`src/rtl/perceptron_pred_core_if.sv`:
```
// perceptron_pred_core_if: predict / resolve / flush bundle of the predictor.
// master = host side, slave = predictor core.
interface perceptron_pred_core_if #(
    parameter int PC_W  = 8,
    parameter int SUM_W = 13
);
    logic                    req_valid;
    logic [PC_W-1:0]         req_pc;
    logic                    req_ready;
    logic                    pred_valid;
    logic                    pred_taken;
    logic signed [SUM_W-1:0] pred_sum;
    logic                    resolve_valid;
    logic                    resolve_taken;
    logic                    flush;

    modport master (
        output req_valid, req_pc, resolve_valid, resolve_taken, flush,
        input  req_ready, pred_valid, pred_taken, pred_sum
    );

    modport slave (
        input  req_valid, req_pc, resolve_valid, resolve_taken, flush,
        output req_ready, pred_valid, pred_taken, pred_sum
    );
endinterface

```
`src/rtl/perceptron_pred_core.sv`:
```
// perceptron_pred_core: sequential perceptron branch predictor.
// Ports: clk, rst_n (sync, active-low), bus (predict/resolve/flush),
// busy, init_done (pulse), hist_out (global history, bit 0 newest).
module perceptron_pred_core #(
    parameter int PC_W     = 8,
    parameter int HIST_LEN = 8,
    parameter int WEIGHT_W = 8,
    parameter int NUM_PERC = 16,
    parameter int THETA    = 29,
    parameter int IDX_W    = $clog2(NUM_PERC),
    parameter int SUM_W    = WEIGHT_W + $clog2(HIST_LEN + 1) + 1
) (
    input  logic                  clk,
    input  logic                  rst_n,
    perceptron_pred_core_if.slave bus,
    output logic                  busy,
    output logic                  init_done,
    output logic [HIST_LEN-1:0]   hist_out
);
    localparam int ROW  = HIST_LEN + 1;
    localparam int NENT = NUM_PERC * ROW;
    localparam int AW   = $clog2(NENT);
    localparam int JW   = $clog2(ROW + 1);

    localparam logic [2:0] S_INIT  = 3'd0;
    localparam logic [2:0] S_IDLE  = 3'd1;
    localparam logic [2:0] S_COMP  = 3'd2;
    localparam logic [2:0] S_WAIT  = 3'd3;
    localparam logic [2:0] S_TRAIN = 3'd4;

    logic [2:0]                 state;
    logic [AW-1:0]              ptr;
    logic [JW-1:0]              jc;
    logic [IDX_W-1:0]           idx;
    logic [HIST_LEN-1:0]        hist;
    logic [HIST_LEN-1:0]        snap;
    logic [HIST_LEN-1:0]        hist_sh;
    logic signed [SUM_W-1:0]    sum;
    logic signed [SUM_W-1:0]    term;
    logic signed [SUM_W-1:0]    w_ext;
    logic [SUM_W-1:0]           mag;
    logic                       res_t;
    logic                       t_in;
    logic                       xbit;
    logic                       need_train;
    logic                       unused_pc;
    logic [HIST_LEN:0]          xs;
    logic [AW-1:0]              addr;
    logic [AW-1:0]              wr_addr;
    logic                       wr_en;
    logic signed [WEIGHT_W-1:0] w_rd;
    logic signed [WEIGHT_W-1:0] w_new;
    logic signed [WEIGHT_W-1:0] wr_data;
    logic signed [WEIGHT_W:0]   wx;
    logic signed [WEIGHT_W-1:0] wt [NENT];

    assign bus.req_ready = (state == S_IDLE);
    assign busy          = (state != S_IDLE);
    assign hist_out      = hist;
    assign unused_pc     = ^bus.req_pc;

    always_comb begin
        addr  = AW'(int'(idx) * ROW + int'(jc));
        // bit 0 is the constant +1 bias input, bit k is hist[k-1]
        xs    = {snap, 1'b1} >> jc;
        xbit  = xs[0];
        w_rd  = wt[addr];
        w_ext = SUM_W'(w_rd);
        term  = xbit ? w_ext : -w_ext;

        // one extra bit catches the +/-1 step leaving the weight range
        wx = {w_rd[WEIGHT_W-1], w_rd};
        if (res_t == xbit)
            wx = wx + (WEIGHT_W+1)'(1);
        else
            wx = wx - (WEIGHT_W+1)'(1);
        if (wx[WEIGHT_W] != wx[WEIGHT_W-1])
            w_new = wx[WEIGHT_W] ? {1'b1, {(WEIGHT_W-1){1'b0}}}
                                 : {1'b0, {(WEIGHT_W-1){1'b1}}};
        else
            w_new = wx[WEIGHT_W-1:0];

        mag = bus.pred_sum[SUM_W-1] ? SUM_W'(-bus.pred_sum)
                                    : SUM_W'(bus.pred_sum);
        need_train = (bus.resolve_taken != bus.pred_taken)
                  || (mag <= SUM_W'(THETA));

        t_in    = (state == S_WAIT) ? bus.resolve_taken : res_t;
        hist_sh = (hist << 1) | HIST_LEN'(t_in);

        wr_en   = 1'b0;
        wr_addr = addr;
        wr_data = w_new;
        if (rst_n) begin
            if (state == S_INIT) begin
                wr_en   = 1'b1;
                wr_addr = ptr;
                wr_data = '0;
            end else if (state == S_TRAIN && !bus.flush) begin
                wr_en = 1'b1;
            end
        end
    end

    always_ff @(posedge clk) begin
        if (wr_en)
            wt[wr_addr] <= wr_data;
    end

    always_ff @(posedge clk) begin
        if (!rst_n) begin
            state          <= S_INIT;
            ptr            <= '0;
            jc             <= '0;
            idx            <= '0;
            snap           <= '0;
            hist           <= '0;
            sum            <= '0;
            res_t          <= 1'b0;
            init_done      <= 1'b0;
            bus.pred_valid <= 1'b0;
            bus.pred_taken <= 1'b0;
            bus.pred_sum   <= '0;
        end else begin
            bus.pred_valid <= 1'b0;
            init_done      <= 1'b0;
            case (state)
                S_INIT: begin
                    ptr <= ptr + 1'b1;
                    if (ptr == AW'(NENT - 1)) begin
                        ptr       <= '0;
                        init_done <= 1'b1;
                        state     <= S_IDLE;
                    end
                end
                S_IDLE: begin
                    if (bus.req_valid) begin
                        idx   <= bus.req_pc[IDX_W+1:2];
                        snap  <= hist;
                        sum   <= '0;
                        jc    <= '0;
                        state <= S_COMP;
                    end
                end
                S_COMP: begin
                    if (bus.flush) begin
                        state <= S_IDLE;
                    end else if (jc == JW'(ROW)) begin
                        bus.pred_valid <= 1'b1;
                        bus.pred_sum   <= sum;
                        bus.pred_taken <= !sum[SUM_W-1];
                        state          <= S_WAIT;
                    end else begin
                        sum <= sum + term;
                        jc  <= jc + 1'b1;
                    end
                end
                S_WAIT: begin
                    if (bus.flush) begin
                        state <= S_IDLE;
                    end else if (bus.resolve_valid) begin
                        res_t <= bus.resolve_taken;
                        if (need_train) begin
                            jc    <= '0;
                            state <= S_TRAIN;
                        end else begin
                            hist  <= hist_sh;
                            state <= S_IDLE;
                        end
                    end
                end
                S_TRAIN: begin
                    if (bus.flush) begin
                        state <= S_IDLE;
                    end else begin
                        jc <= jc + 1'b1;
                        if (jc == JW'(HIST_LEN)) begin
                            hist  <= hist_sh;
                            state <= S_IDLE;
                        end
                    end
                end
                default: state <= S_INIT;
            endcase
        end
    end
endmodule
```
`src/flat_wrapper.sv`:
```
// flat-port wrapper written by rule: the top's interface ports become plain ports
module perceptron_pred_core_flat 
#(
    parameter int PC_W     = 8,
    parameter int HIST_LEN = 8,
    parameter int WEIGHT_W = 8,
    parameter int NUM_PERC = 16,
    parameter int THETA    = 29,
    parameter int IDX_W    = $clog2(NUM_PERC),
    parameter int SUM_W    = WEIGHT_W + $clog2(HIST_LEN + 1) + 1
)
  (clk, rst_n, busy, init_done, hist_out, bus_req_valid, bus_req_pc, bus_resolve_valid, bus_resolve_taken, bus_flush, bus_req_ready, bus_pred_valid, bus_pred_taken, bus_pred_sum);
  perceptron_pred_core_if #(.PC_W(PC_W), .SUM_W(SUM_W)) bus_i ();
  input  logic clk;
  input  logic rst_n;
  output logic busy;
  output logic init_done;
  output logic [HIST_LEN-1:0] hist_out;
  input wire logic [$bits(bus_i.req_valid)-1:0] bus_req_valid;
  input wire logic [$bits(bus_i.req_pc)-1:0] bus_req_pc;
  input wire logic [$bits(bus_i.resolve_valid)-1:0] bus_resolve_valid;
  input wire logic [$bits(bus_i.resolve_taken)-1:0] bus_resolve_taken;
  input wire logic [$bits(bus_i.flush)-1:0] bus_flush;
  output wire logic [$bits(bus_i.req_ready)-1:0] bus_req_ready;
  output wire logic [$bits(bus_i.pred_valid)-1:0] bus_pred_valid;
  output wire logic [$bits(bus_i.pred_taken)-1:0] bus_pred_taken;
  output wire logic [$bits(bus_i.pred_sum)-1:0] bus_pred_sum;
  assign bus_i.req_valid = bus_req_valid;
  assign bus_i.req_pc = bus_req_pc;
  assign bus_i.resolve_valid = bus_resolve_valid;
  assign bus_i.resolve_taken = bus_resolve_taken;
  assign bus_i.flush = bus_flush;
  assign bus_req_ready = bus_i.req_ready;
  assign bus_pred_valid = bus_i.pred_valid;
  assign bus_pred_taken = bus_i.pred_taken;
  assign bus_pred_sum = bus_i.pred_sum;
  perceptron_pred_core #(.PC_W(PC_W), .HIST_LEN(HIST_LEN), .WEIGHT_W(WEIGHT_W), .NUM_PERC(NUM_PERC), .THETA(THETA), .IDX_W(IDX_W), .SUM_W(SUM_W)) u_core (.clk(clk), .rst_n(rst_n), .bus(bus_i), .busy(busy), .init_done(init_done), .hist_out(hist_out));
endmodule
```
`config.mk`:
```
export PLATFORM = sky130hd
export DESIGN_NAME = perceptron_pred_core_flat
export DESIGN_NICKNAME = d
export VERILOG_FILES = /design/src/rtl/perceptron_pred_core_if.sv /design/src/rtl/perceptron_pred_core.sv /design/src/flat_wrapper.sv
export SDC_FILE = /design/constraint.sdc
export NUM_CORES = 1
export LEC_CHECK = 0
export BUFFER_PORTS_ARGS = -buffer_cell sky130_fd_sc_hd__buf_2
export CAP_MARGIN = 20
export CORE_UTILIZATION = 55
export CTS_BUF_LIST = sky130_fd_sc_hd__clkbuf_4
export DETAILED_ROUTE_END_ITERATION = 16
export PLACE_DENSITY = 0.71
export SLEW_MARGIN = 20
export SYNTH_ARGS = -nofsm -noshare
export SYNTH_HDL_FRONTEND = slang
export SYNTH_SLANG_ARGS = --single-unit
```
`constraint.sdc`:
```
create_clock -name clk -period 13.5 [get_ports clk]
set_clock_uncertainty 0.1 [all_clocks]
set_input_delay 2.7 -clock clk [delete_from_list [all_inputs] [get_ports clk]]
set_output_delay 2.7 -clock clk [all_outputs]
set_load 0.02 [all_outputs]
```
Word level (Yosys, flattened, before mapping)
Memory sizes are Yosys's and may differ from the RTL's.
Cells that the tools add are included.

storage, ports and cells
  output and inout bits = 26
  word-level logic and storage cells = 115
  RAM bits = 1152
  memories = 1
  register bits = 65

memory list
  memory     words  width  rd ports  clocked after Yosys merged registers in  wr ports  RTL line                    RTL
  u_core.wt  144    8      1         0                                        1         perceptron_pred_core.sv:55  logic signed [WEIGHT_W-1:0] wt [NENT];

cells by class
  muxes and demuxes = 46
  bitwise gates (word level) = 4
  $lt $le $gt $ge = 1
  add/subtract/negate cells = 8
  shift operators = 1
  reduce and logical (&&, ||, !) cells = 17
  equality and inequality tests = 24
  $mul = 1

operator list
  kind                   count
  $mux W8                12
  $mux W13               5
  $mux W4                7
  $mux W3                9
  $pmux W13 S2           1
  $ne A2 B2 Y1 const B   9
  $pmux W4 S4            1
  $pmux W8 S2            1
  $pmux W3 S5            1
  $add A13 B13 Y13       1
  $le A13 B5 Y1 const B  1
  $neg A13 Y13           1
  $neg A8 Y13            1
  $add A8 B2 Y9 const B  1
  $mux W9                1
  $shr A9 B4 Y1          1
  $sub A8 B2 Y9 const B  1
  $add A8 B1 Y8 const B  1
  $add A8 B5 Y8          1
  $eq A4 B4 Y1 const B   2
  $eq A8 B8 Y1 const B   1
  $mul A4 B4 Y8 const B  1
  $mux W1                8
  $or A8 B1 Y8           1
  24 further kinds       33

Longest topological paths before layout
Gate-level depths: netlist of the first run.
An unclocked memory read counts as a cell.

  depth after elaboration = 9
  depth in mapped cells = 30
  depth with buffers taken out = 27

Least setup slack after synthesis of the first run
OpenSTA, ideal clock, no wires.

  kind = register to register
  from = register u_core.jc[1]
  to = memory u_core.wt[0][2] (data pin)
  clock period less this slack = 9.869 ns
  buffers on the path = 3
  stages on the path, launching flop included = 24
  data arrival time = 8.860 ns
  path slack = 3.631 ns
  library setup time = 0.909 ns
  cells stage by stage = dfxtp_1 -> ha_1 -> ha_1 -> fa_1 -> buf_2 -> buf_2 -> clkbuf_1 -> mux4_2 -> mux4_2 -> nand3_1 -> o211ai_1 -> o211ai_1 -> nand3_2 -> ha_1 -> nor2b_1 -> o21ai_0 -> nand2b_1 -> a21o_1 -> a21o_1 -> a21o_1 -> a21oi_1 -> xnor2_2 -> nand2b_4 -> o21ai_1

on the way
  cells in the longest elaborated chain, start to end = 8
  elaborated cells between the ends (all ways) = 12

RTL lines
  item                                                   RTL line                                                RTL
  from (decl)                                            perceptron_pred_core.sv:33                              logic [JW-1:0] jc;
  from (signal assigned)                                 perceptron_pred_core.sv:155                             jc <= jc + 1'b1;
  from (signal assigned)                                 perceptron_pred_core.sv:176                             jc <= jc + 1'b1;
  $add A8 B5 Y8                                          perceptron_pred_core.sv:63                              addr = AW'(int'(idx) * ROW + int'(jc));
  $mem_v2 Z144 W8                                        -
  $sub A8 B2 Y9 / $add A8 B2 Y9 (equally long branches)  perceptron_pred_core.sv:76, perceptron_pred_core.sv:74
  $mux W9 (*)                                            perceptron_pred_core.sv:73                              if (res_t == xbit)
  $mux W8 / $ne A1 B1 Y1 (equally long branches)         perceptron_pred_core.sv:78, perceptron_pred_core.sv:77
  $mux W8 (*)                                            perceptron_pred_core.sv:77                              if (wx[WEIGHT_W] != wx[WEIGHT_W-1])
  $mux W8                                                perceptron_pred_core.sv:95                              if (state == S_INIT) begin
  $mux W8 (*)                                            perceptron_pred_core.sv:94                              if (rst_n) begin
  net u_core.wr_data[2]                                  perceptron_pred_core.sv:53                              logic signed [WEIGHT_W-1:0] wr_data;
  to (decl)                                              perceptron_pred_core.sv:55

Mark *: on every way through the listed nets, which the timed path passes. The rest lies on a longest branch.

Worst setup path after layout of the first run
  from = register u_core.jc[1]
  to = memory u_core.wt[51][5] (data pin)

Same word-level chain as after synthesis.

==> results of run 1 <==
[power groups by stage]
stage	clock network (W)	registers [W]	logic, W
final	0.00294	0.00656	0.00392
after global routing	0.00320	0.00657	0.00419
after CTS	0.00300	0.00659	0.00383
after detailed placement	0	0.00667	0.00383
after global placement	0	0.00665	0.00356
after floorplan	0	0.00713	0.00205
[cell usage in the layout, fill, tap and decap left out, types with 6 or more instances in the layout]
| cell | instances |
|---|---|
| edfxtp_1 | 1152 |
| clkbuf_4 | 446 |
| mux4_2 | 314 |
| nor2_1 | 267 |
| nand2_1 | 164 |
| dfxtp_1 | 65 |
| clkinv_1 | 60 |
| a21oi_1 | 56 |
| mux2i_1 | 47 |
| nand3_1 | 38 |
| buf_4 | 38 |
| ha_1 | 35 |
| buf_2 | 35 |
| inv_1 | 26 |
| o21ai_0 | 26 |
| xnor2_1 | 21 |
| o2111ai_1 | 18 |
| mux4_1 | 15 |
| nor3_1 | 14 |
| nand2b_1 | 14 |
| a21o_1 | 13 |
| a22oi_1 | 12 |
| o211ai_1 | 11 |
| xor2_1 | 11 |
| inv_2 | 9 |
| nor2b_1 | 8 |
| nand4_1 | 8 |
| a221oi_1 | 7 |
| a2111oi_0 | 7 |
| or3_1 | 7 |
| o21ai_4 | 7 |
| o21ai_1 | 6 |
| nor4_1 | 6 |
| o31ai_1 | 6 |
| and3_1 | 6 |
| clkinv_2 | 6 |
[layer usage]
layer	track usage	part of all wire	vias up
li1	-	-	11400
met1	0.362	0.39	13800
met2	0.394	0.47	1534
met3	0.0768	0.11	252
met4	0.110	0.037	2
met5	0	0.00010	-
[final timing paths]
kind	startpoint	end	slack (ns)	depth (start not counted)
setup / recovery	u_core.jc[1]	u_core.wt[51][5]	3.76	23
hold / removal	u_core.snap[5]	u_core.snap[5]	0.36	2
setup reg to reg	u_core.jc[1]	u_core.wt[51][5]	3.76	23
hold reg to reg	u_core.snap[5]	u_core.snap[5]	0.36	2
[registers in the layout, summed over array words and instances (netlist names)]
name	flops
u_core.wt	1152
u_core.bus.pred_sum	13
u_core.sum	13
u_core.hist_out	8
u_core.ptr	8
u_core.snap	8
u_core.idx	4
u_core.jc	4
u_core.state	3
u_core.bus.pred_taken	1
u_core.bus.pred_valid	1
u_core.init_done	1
u_core.res_t	1
[worst max-delay path, stage by stage (launching register included)]
cell and delay, ns:
dfxtp_1 0.52, ha_1 0.33, ha_4 0.19, fa_4 1.31
buf_4 0.80, mux4_2 0.44, mux4_2 0.57, nand3_1 0.15
o211ai_1 0.11, o211ai_1 0.38, nand3_2 0.23, ha_1 0.41
nor2b_1 0.15, o21ai_0 0.18, nand2b_1 0.13, a21o_1 0.19
a21o_1 0.20, a21o_1 0.20, a21oi_1 0.23, xnor2_2 0.15
nand3_1 0.54, o21ai_4 0.60, buf_4 0.64, buf_4 0.61
[cells by family after synthesis]
family / Yosys count / share of synthesized area
AOI/OAI and AO/OA: 219 / 0.0304
muxes: 380 / 0.160
DFF: 1217 / 0.721
adders and majority gates: 40 / 0.0105
xor gates and xnor gates: 35 / 0.00669
and+or+nand+nor: 570 / 0.0503
buffers and inverters: 157 / 0.0206
[through the flow]
step / total power [W] / util / area [um2]
floorplan: 0.00918 / - / 49800
global placement: 0.0102 / 0.572 / 51000
detailed placement: 0.0105 / 0.572 / 51000
CTS: 0.0134 / 0.614 / 54600
global route: 0.0140 / 0.615 / 54800
finish: 0.0134 / 0.615 / 54800
[cell type report]
type                            count  area [um2]
Fill cell                        6288       34300
Timing Repair Buffer               82         621
Sequential cell                  1217       35900
Clock buffer                      446        3350
Tap cell                         1165        1460
Clock inverter                     76         324
Multi-Input combinational cell   1244       13000
Inverter                           27         101
Antenna cell                        2        5.00
==> impl_metrics.csv, run 1 <==
group,metric,value,unit
power_and_ir_drop,p_int,0.00883,W
sta,tightest_slew,1.24,ns
floorplan,die-area,0.0917,mm2
cts,cts.sinks,1217,
synthesis,yosysUniqueCellTypes,83,
sta,finalWorstSetupSlack,3.76,ns
sta,clock.fmax,103,MHz
sta,period_share,0.722,
sta,relSlewSlack,0.153,
power_and_ir_drop,switching_power,0.00460,W
global_routing,grt_pass1_wl,173000,um
power_and_ir_drop,p_sw_frac,0.342,
global_routing,antenna_found_initial,2,
sta,maxSlewViolCount,0,
run_status,status,"complete, no violations",
synthesis,syn_nets,2672,
sta,rsz0062_at_grt,"no",
cts,cts_buffer_depth,4,
synthesis,yosysTopAreaCell,"edfxtp_1",
global_routing,grt_max_degree,124,
drt,viasPerCell,6.32,
power_and_ir_drop,p_leak,17.6,nW
layout,stdcell_count,4259,
cts,cts_tree,"done",
floorplan,row_count,109,
setup_path,worst-path-max-fanout,60,
floorplan,initial_core_util,0.559,
cts,cts_made_buffers,316,
synthesis,ys_top_cells_by_count,"edfxtp_1 (1152), mux4_2 (314), nor2_1 (269), nand2_1 (164), dfxtp_1 (65)",
power_and_ir_drop,peakVddDrop,0.000557,V
synthesis,synth-main-ff-cell,"edfxtp_1",
synthesis,seq_area_frac_synth,0.721,
min_path,hp-class,"reg2reg",
setup_path,critPathKind,"reg2reg",
cts,cts.htree.levels,5,
setup_path,crit_required,14.22,ns
power_and_ir_drop,pwr-share-clk,0.219,
power_and_ir_drop,pwr-share-seq,0.489,
floorplan,die_x,303,um
sta,setup_violations,0,
layout,nets,2942,
power_and_ir_drop,power_frac_comb,0.292,
drt,wire_per_inst,27.6,um
floorplan,fp.dieH,303,um
sta,layout_min_cycle_time,9.74,ns
power_and_ir_drop,power_density,245,mW/mm2
setup_path,start_kind,"register",
global_routing,grt.overflow.total,0,
drt,routed_wl,117000,um
layout,drive_gt1_frac,0.291,
drt,dr.pass1.iters,8,
cts,ctsHoldBuffers,0,
synthesis,yosysMostFrequentCell,"edfxtp_1",
cts,path_clk_slew,0.06,ns
cts,post_cts_resized,0,
sta,tns,0,ns
sta,whs,0.365,ns
synthesis,yosysTopAreaCellShare,0.695,
placement,port_buffers,35,
sta,final_hold_viol_count,0,
layout,area_growth,10.0,%
cts,cts_setup_buffers,0,
setup_path,cp.arrival,10.46,ns
synthesis,ys_async_sr_fraction,0,
placement,place_ws,3.84,ns
floorplan,core_area,0.0891,mm2
global_routing,globalRouteTotalUtil,0.262,
cts,clockRootBuffer,"clkbuf_4",
global_routing,grt_pass1_vias,26900,
run,cap_violations,0,
synthesis,synth.cell_area,0.0498,mm2
setup_path,end_kind,"register",
synthesis,yosys_register_bits,1217,
synthesis,synth_cells,2618,
synthesis,yosysWarnings,0,
synthesis,postSynthAreaPerCell,19.0,um2
cts,clock_latency,1.18,ns
drt,drt_iter0_drc,2876,
placement,dp_cells,3732,
placement,place.gp.congestion,0.938,
drt,dr_total_vias,26900,
floorplan,io_pins,40,
placement,dp_hpwl,70400,um
synthesis,synth_area_leaders,"edfxtp_1 (70%), mux4_2 (14%), dfxtp_1 (2.6%)",
drt,ant_nets,0,
synthesis,synth_edf_count,1152,
drt,drc,0,
Power figures use the tool's default switching activity.
==> run 2: changes to the inputs <==
Clock period 13.5 ns to 9.3 ns, I/O delays scaled along.
==> run 2 against run 1 <==
Register-to-register slack got worse by 2.7 ns. Sequential share of layout area is 0.48 points lower. Highest routed layer unchanged. Total power rose by 48%. First-iteration DRC count increased by 12%. Combinational power is 54% higher. Via count is 0.51% higher. Largest power group unchanged.
==> impl_metrics.csv, run 2 (synthesis gave the netlist of run 1 again) <==
group,metric,value,unit
setup_path,start_kind,"register",
placement,port_buffers,35,
setup_path,critPathKind,"reg2reg",
global_routing,grt_pass1_wl,174000,um
sta,relSlewSlack,0.166,
drt,dr.max_layer_used,"met5",
global_routing,grt_max_degree,129,
power_and_ir_drop,p_leak,17.7,nW
sta,tightest_slew,1.25,ns
floorplan,die-area,0.0917,mm2
sta,setup_violations,0,
setup_path,crit_end,"u_core.wt[26][3]",
floorplan,core_area,0.0891,mm2
sta,layout_min_cycle_time,8.26,ns
power_and_ir_drop,pwr-share-clk,0.219,
power_and_ir_drop,p_int,0.0131,W
setup_path,rrSetupSlack,1.04,ns
power_and_ir_drop,p_sw_frac,0.340,
drt,drt_iter0_drc,3221,
setup_path,crit_top_cell,"a21o_1",
setup_path,end_kind,"register",
drt,wire_per_inst,27.7,um
global_routing,globalRouteTotalUtil,0.265,
layout,top_register,"u_core.wt",
drt,dr_total_vias,27000,
setup_path,cp.arrival,9.03,ns
setup_path,startpoint,"u_core.jc[1]",
setup_path,r2r_start,"u_core.jc[1]",
floorplan,initial_core_util,0.559,
setup_path,crit_required,10.07,ns
sta,maxSlewViolCount,0,
layout,nets,2964,
cts,cts.htree.levels,5,
placement,dp_cells,3753,
cts,cts_buffer_depth,4,
sta,clock.fmax,121,MHz
setup_path,crit_chain,"ha_1 > ha_4 > fa_4 > buf_4 > mux4_2 > mux4_2 > nand3_1 > o2111ai_1 > o211ai_1 > nand3_2 > ha_1 > nor2b_1 > o21ai_0 > nand2b_1 > a21o_1 > a21o_1 > a21o_1 > a21oi_1 > xnor2_2 > nand3_1 > o21ai_4 > buf_4",
layout,final_area,0.0552,mm2
cts,cts_setup_buffers,0,
layout,layout_commonest_cell,"edfxtp_1",
setup_path,worst-path-max-fanout,40,
drt,routed_wl,118000,um
power_and_ir_drop,switching_power,0.00675,W
cts,path_clk_slew,0.06,ns
layout,area_growth,10.8,%
floorplan,row_count,109,
global_routing,antenna_found_initial,2,
layout,final_cell_mix,"edfxtp_1 (1152), clkbuf_4 (433), mux4_2 (314)",
setup_path,crit_path_max_incr_delay,1.10,ns
power_and_ir_drop,pwr-share-seq,0.476,
cts,cts_tree,"done",
cts,cts_made_buffers,317,
placement,dpl-instance-area,0.0513,mm2
drt,route.met2.wl,56000,um
layout,stdcell_count,4282,
cts,post_cts_resized,0,
global_routing,grt.overflow.total,0,
setup_path,reg2reg_to,"u_core.wt[26][3]",
sta,whs,0.363,ns
power_and_ir_drop,peakVddDrop,0.000604,V
run_status,status,"complete, no violations",
drt,drc,0,
cts,clock_latency,1.20,ns
power_and_ir_drop,power_density,360,mW/mm2
placement,dp_hpwl,72100,um
floorplan,io_pins,40,
setup_path,rr_worst_depth,22,
power_and_ir_drop,power_frac_comb,0.304,
drt,dr.pass1.iters,6,
floorplan,die_x,303,um
placement,place.gp.congestion,0.942,
cts,clockRootBuffer,"clkbuf_4",
global_routing,grt_pass1_vias,27300,
cts,cts.sinks,1217,
drt,met1_length,46700,um
drt,viasPerCell,6.32,
layout,drive_gt1_frac,0.295,
sta,rsz0062_at_grt,"no",
drt,ant_nets,0,
sta,final_hold_viol_count,0,
run,cap_violations,0,
setup_path,crit_slowest_cell,"fa_4",
layout,largest_reg_flops,1152,
drt,wl_met3,11900,um
sta,period_share,0.889,
layout,reg_top3,"u_core.wt (1152), u_core.bus.pred_sum (13), u_core.sum (13)",
cts,ctsHoldBuffers,0,
min_path,hp-class,"reg2reg",
floorplan,fp.dieH,303,um
## run 2: cell types whose count changed in the layout (fill, tap and decap cells not counted), sizes merged
cell	change
bufinv	+4
buf	+21
inv	-3
clkinv	+13
diode	+1
clkbuf	-13
## run 2: how the worst min path moves through the flow
stage                              start              to  slack, ns  cells after the start
after floorplan           u_core.snap[5]  u_core.snap[5]       0.33                      2
after global placement    u_core.snap[0]  u_core.snap[0]       0.35                      2
after detailed placement  u_core.snap[1]  u_core.snap[1]       0.35                      2
after CTS                 u_core.snap[1]  u_core.snap[1]       0.36                      2
after global routing      u_core.snap[0]  u_core.snap[0]       0.39                      2
final                     u_core.snap[5]  u_core.snap[5]       0.36                      2
## run 2: layout make-up
type	instances	area (um2)
Clock inverter	90	489
Sequential cell	1217	35900
Multi-Input combinational cell	1244	13000
Fill cell	6325	33900
Timing Repair Buffer	103	958
Tap cell	1165	1460
Clock buffer	433	3250
Inverter	27	101
Antenna cell	3	7.51
## run 2: layer usage
metal,global-route usage,vias to the layer above
li1,-,11400
met1,0.363,13800
met2,0.408,1506
met3,0.0720,256
met4,0.109,2
met5,0,-
## run 2: power by group through the flow
stage	sequential (W)	clock (W)	combinational, W
2_1_floorplan	0.00964	0	0.00272
3_3_place_gp	0.00957	0	0.00555
3_5_place_dp	0.00959	0	0.00594
4_1_cts	0.00947	0.00444	0.00592
5_1_grt	0.00947	0.00471	0.00644
6_report	0.00946	0.00436	0.00604
## run 2: stage by stage
stage	setup WS, ns	TNS, ns	util	power [W]
finish	1.04	0	0.619	0.0199
global placement	1.40	0	0.576	0.0151
floorplan	-0.569	-570.26	-	0.0124
global route	0.755	0	0.619	0.0206
CTS	1.14	0	0.618	0.0198
detailed placement	1.25	0	0.576	0.0155
## run 2: worst max-delay path: cells and delay by family (launching register included)
family,cells,cell delay [ns]
compound gates,8,2.16
fa+ha+maj,4,2.04
simple gates,5,1.18
mux,2,0.87
buf+inv,2,0.85
flops,1,0.54
xor+xnor,1,0.15
